### src/rtl/param_decoder_seq.sv
// -----------------------------------------------------------------------------
// param_decoder_seq
//   Registered IN_W-to-NUM_OUT one-hot decoder with a valid/ready input
//   handshake. It drives one-hot select and strobe lines for register banks
//   and datapath muxes.
//
//   MODE = 0 (level): a code can be accepted on every cycle. q keeps its last
//                     value until the next accept.
//   MODE = 1 (pulse): q is high for PULSE_LEN cycles after an accept. q is then
//                     low for at least one cycle before another code can be
//                     accepted.
//
//   An out-of-range code (d >= NUM_OUT) loads q = 0. q_valid still pulses for
//   that code. In pulse mode the code still takes the full pulse slot, so the
//   throughput does not depend on the data.
//
//   Optional build macro DEC_ERR_EN
//     If defined, err is a sticky out-of-range flag and err_clr clears it.
//     If both happen on the same edge, the set wins.
//     If undefined, err is tied to 0 and err_clr is ignored.
//
// Parameters
//   IN_W       width of d
//   NUM_OUT    number of one-hot outputs (2 .. 2**IN_W)
//   MODE       0 = level, 1 = pulse
//   PULSE_LEN  pulse length in cycles (1 .. 255); used only when MODE = 1
//
// Ports
//   clk      in   rising-edge clock
//   reset_n  in   synchronous reset, active low
//   d_valid  in   the code on d is valid
//   d_ready  out  the block can accept a code this cycle (0 during reset)
//   d        in   code to decode
//   q        out  registered one-hot output
//   q_valid  out  one-cycle strobe: q was loaded on the previous edge
//   err      out  sticky out-of-range flag (tied 0 without DEC_ERR_EN)
//   err_clr  in   clears err (ignored without DEC_ERR_EN)
//
// Pulse-mode FSM
//   state | meaning
//   IDLE  | q = 0, d_ready = 1, waiting for an accept
//   PULSE | q is being driven, d_ready = 0, cnt = cycles left after this one
// -----------------------------------------------------------------------------
module param_decoder_seq #(
  parameter int IN_W      = 3,
  parameter int NUM_OUT   = 8,
  parameter int MODE      = 0,
  parameter int PULSE_LEN = 1
) (
  input  logic               clk,
  input  logic               reset_n,
  input  logic               d_valid,
  output logic               d_ready,
  input  logic [IN_W-1:0]    d,
  output logic [NUM_OUT-1:0] q,
  output logic               q_valid,
  output logic               err,
  input  logic               err_clr
);

  localparam logic [7:0] PULSE_INIT = 8'(PULSE_LEN - 1);

  if (NUM_OUT < 2 || NUM_OUT > (2 ** IN_W)) begin : g_bad_num_out
    $error("param_decoder_seq: NUM_OUT out of range 2..2**IN_W");
  end
  if (MODE != 0 && MODE != 1) begin : g_bad_mode
    $error("param_decoder_seq: MODE must be 0 or 1");
  end
  if (MODE == 1 && (PULSE_LEN < 1 || PULSE_LEN > 255)) begin : g_bad_pulse_len
    $error("param_decoder_seq: PULSE_LEN out of range 1..255");
  end

  logic               accept;
  logic [NUM_OUT-1:0] dec;

  // Each output bit is an equality match, so the decode cannot be multi-hot.
  // An out-of-range code matches no bit and decodes to all zeros.
  always_comb begin
    dec = '0;
    for (int i = 0; i < NUM_OUT; i++) begin
      dec[i] = (d == IN_W'(i));
    end
  end

  assign accept = d_valid & d_ready;

  always_ff @(posedge clk) begin
    if (!reset_n) begin
      q_valid <= 1'b0;
    end else begin
      q_valid <= accept;
    end
  end

  if (MODE == 0) begin : g_level

    assign d_ready = reset_n;

    always_ff @(posedge clk) begin
      if (!reset_n) begin
        q <= '0;
      end else if (accept) begin
        q <= dec;
      end
    end

  end else begin : g_pulse

    typedef enum logic {
      IDLE  = 1'b0,
      PULSE = 1'b1
    } state_t;

    state_t             state;
    state_t             state_nxt;
    logic [7:0]         cnt;
    logic [7:0]         cnt_nxt;
    logic [NUM_OUT-1:0] q_nxt;

    // State register
    always_ff @(posedge clk) begin
      if (!reset_n) begin
        state <= IDLE;
        cnt   <= 8'd0;
        q     <= '0;
      end else begin
        state <= state_nxt;
        cnt   <= cnt_nxt;
        q     <= q_nxt;
      end
    end

    // Next-state logic
    always_comb begin
      state_nxt = state;
      case (state)
        IDLE:    if (accept) state_nxt = PULSE;
        PULSE:   if (cnt == 8'd0) state_nxt = IDLE;
        default: state_nxt = IDLE;
      endcase
    end

    // Output and datapath logic.
    // The counter is loaded with PULSE_LEN-1 because the accept edge already
    // starts the first high cycle of q.
    always_comb begin
      d_ready = reset_n && (state == IDLE);
      q_nxt   = q;
      cnt_nxt = cnt;
      case (state)
        IDLE: begin
          if (accept) begin
            q_nxt   = dec;
            cnt_nxt = PULSE_INIT;
          end
        end
        PULSE: begin
          if (cnt == 8'd0) begin
            q_nxt = '0;
          end else begin
            cnt_nxt = cnt - 8'd1;
          end
        end
        default: begin
          q_nxt   = '0;
          cnt_nxt = 8'd0;
        end
      endcase
    end

  end

`ifdef DEC_ERR_EN
  logic in_range;

  assign in_range = |dec;

  // A new out-of-range accept wins over a clear on the same edge.
  always_ff @(posedge clk) begin
    if (!reset_n) begin
      err <= 1'b0;
    end else if (accept && !in_range) begin
      err <= 1'b1;
    end else if (err_clr) begin
      err <= 1'b0;
    end
  end
`else
  logic unused_err_clr;

  assign err            = 1'b0;
  assign unused_err_clr = err_clr;
`endif

endmodule

### config.mk
export PLATFORM = sky130hd
export DESIGN_NAME = param_decoder_seq
export DESIGN_NICKNAME = d
export VERILOG_FILES = /design/src/rtl/param_decoder_seq.sv
export SDC_FILE = /design/constraint.sdc
export NUM_CORES = 1
export LEC_CHECK = 0
export CAP_MARGIN = 40
export CORE_AREA = 4 4 41 43
export DETAILED_ROUTE_END_ITERATION = 16
export DIE_AREA = 0 0 45 47
export PLACE_DENSITY = 0.56
export REMOVE_ABC_BUFFERS = 1
export SETUP_SLACK_MARGIN = 0.05
export SLEW_MARGIN = 20
export SYNTH_ARGS = -nofsm -noshare
export SYNTH_HDL_FRONTEND = slang
export SYNTH_SLANG_ARGS = --single-unit
export TNS_END_PERCENT = 20
### constraint.sdc
create_clock -name clk -period 2.2 [get_ports clk]
set_input_delay 0.55 -clock clk [delete_from_list [all_inputs] [get_ports clk]]
set_output_delay 0.55 -clock clk [all_outputs]
set_load 0.05 [all_outputs]
==> flow_summary.yaml <==
status:
  status: "finished, final reports clean"
synthesis:
  synth_cell_type_count: 11
  synth_top_family_by_area: "simple AND/OR/NAND/NOR gates"
  synth_top_cell_by_area: "dfxtp_1"
  synth_compound_area_share_pct: 10.5
  synth_xor_area_share_pct: 0
  synth_mux_area_share_pct: 0
  synth_top_cell_area_share_pct: 47.1
  yosysWarnings: 0
  ys_seq_area_share_pct: 47.1
  synthTopCellsByArea: "dfxtp_1 47%, nand2b_1 13%, a21oi_1 10%, nand4bb_1 8.8%, nand4b_1 6.9%"
  synth_area_um2: 383
  avgSynthCellArea_um2: 9.82
  synth-seq-cells: 9
  syn_inst: 39
  synthAdderAreaFrac_pct: 0
  synthSimpleGateAreaFrac_pct: 34.6
final_layout:
  layout_common_cells: "14 x clkdlybuf4s50_1, 9 x dfxtp_1, 8 x nand2b_1, 8 x a21oi_1"
  syn_to_final_growth_pct: 49.7
  antenna_cells: 0
  drive_above_1_share_pct: 8.93
  final_cells: 71
  fin_nets: 64
  layout_commonest_cell: "clkdlybuf4s50_1"
global_route:
  grt_pass1_wl_um: 1490
  antenna_found_initial: 0
  grt_use_total_pct: 10.4
  grt.overflow.total: 0
  grt_max_degree: 17
  grt_pass1_vias: 327
timing:
  period_needed_ns: 1.96
  tightest_slew_ns: 0.498
  rsz0062_at_grt: "false"
  fin_setup_tns_ns: 0
  worst_clock_skew_ns: 0
  hold_violations: 0
  max_freq_mhz: 510
  setup_violations: 0
  fin_crit_sh_pct: 89.1
  relSlewSlack_pct: 66.7
  drv_slew: 0
clocking:
  cts_made_buffers: 3
  cts_setup_buffers: 0
  clock-root-buffer: "clkbuf_4"
  clockBufferDepth: 2
  cts_sinks: 9
  cts.repair.resized: 0
  insertion_delay_ns: 0.26
  postCtsHoldBufs: 0
  h-tree-depth: 1
  path_clk_slew_ns: 0.06
  tritoncts: "built"
placement:
  dp_hpwl_um: 558
  portBuffers: 15
  dp_cells: 67
  finalWeightedCongestion: 0.624
worst_setup_path:
  path_max_fanout: 2
  slowest_stage: "clkdlybuf4s50_1"
  end_kind: "primary output"
  max_stage_delay_ns: 0.81
  critical_path_buf_inv_count: 1
  worstPathArrival_ns: 1.41
  crit_path_start: "q[1]"
  required_ns: 1.65
  path_class: "register to primary output"
  worstReg2RegStart: "q[1]"
  path_delay_family: "buffers and inverters"
  cp_cell_sequence: "clkdlybuf4s50_1"
  critPathLaunchType: "register"
floorplan:
  die_area_um2: 2120
  core_um2: 1300
  start_util_pct: 29.4
  die_height_um: 47
  die_w_um: 45
  io_pins: 18
  placementRows: 13
route:
  wirelength_met1_um: 380
  drt_iter0_markers: 8
  firstDrtPassIters: 4
  dr_total_vias: 332
  dr.max_layer_used: "met4"
  dr_wl_met3_um: 71
  drc: 0
  postRouteAntennaNets: 0
  wl_per_cell_um: 11.8
  route.met2.wl_um: 365
  routed_via_density: 4.68
  drt_wl_total_um: 835
power_and_ir_drop:
  ir_drop_mv: 0.363
  p_per_area_nw_per_um2: 640
  power.leakage_nw: 0.195
hold_path:
  worstHoldStart: "q[5]"
  min-delay-path-class: "register to register"
run:
  drv_cap: 0
[kinds of logic (layout without fill, tap and decap cells)]
group	after synthesis	count (layout)
AND/OR/NAND/NOR	17	17
flip-flops	9	9
AO/OA/AOI/OAI	8	8
buffers and inverters	4	21
other	1	1
[flip-flops by register name, indices dropped and copies added (netlist names)]
register and count:
q 8, q_valid 1
[per-stage QoR]
| stage | worst slack, ns | utilization [%] | area [µm²] | total power, W | hold slack (ns) |
|---|---|---|---|---|---|
| 6_report | 0.240 | 44.0 | 573 | 0.000367 | 0.469 |
| 5_1_grt | 0.171 | 44.0 | 573 | 0.000392 | 0.503 |
| 4_1_cts | 0.226 | 44.0 | 573 | 0.000374 | 0.473 |
| 3_5_place_dp | 0.368 | 42.0 | 547 | 0.000241 | 0.463 |
| 3_3_place_gp | 0.379 | 42.0 | 547 | 0.000241 | 0.458 |
| 2_1_floorplan | 0.967 | - | 360 | 0.000204 | 0.672 |
[where the power goes]
part           switching [W]  internal (W)  leakage (nW)
registers         0.00000188      0.000167        0.0732
logic              0.0000395     0.0000278         0.107
clock network      0.0000599     0.0000701        0.0150
total               0.000101      0.000265         0.195
[cell usage after synthesis]
library cell	number
inv_1	1
nand4b_1	3
nand2b_1	8
conb_1	1
nand4_1	1
nand4bb_1	3
or4b_1	1
buf_4	3
dfxtp_1	9
a21oi_1	8
and2_1	1
[worst reg2reg max path: cells and delay by family, from the launching register on]
kind / cells / cell delay [ns]
DFF: 1 / 0.34
and+or+nand+nor: 1 / 0.06
AOI/OAI and AO/OA: 1 / 0.13
[cell type report]
type / instances / area (µm²)
clock buffer: 4 / 26.3
fill: 141 / 728
inverter: 1 / 3.75
multi-input combinational: 26 / 176
sequential: 9 / 180
tap: 15 / 18.8
timing repair buffer: 16 / 168
[worst paths after layout]
check	depth (start not counted)	end	slack (ns)
setup / recovery	1	q[1]	0.24
hold / removal	2	q[5]	0.47
hold reg to reg	2	q[5]	0.47
setup reg to reg	2	q[1]	1.61
[metal layers]
metal,vias to the layer above,track usage [%]
met5,-,0
met4,0,5.26
met3,5,6.90
met2,13,13.3
met1,144,13.1
li1,170,-
No activity file was read; power rests on OpenSTA's default activity.
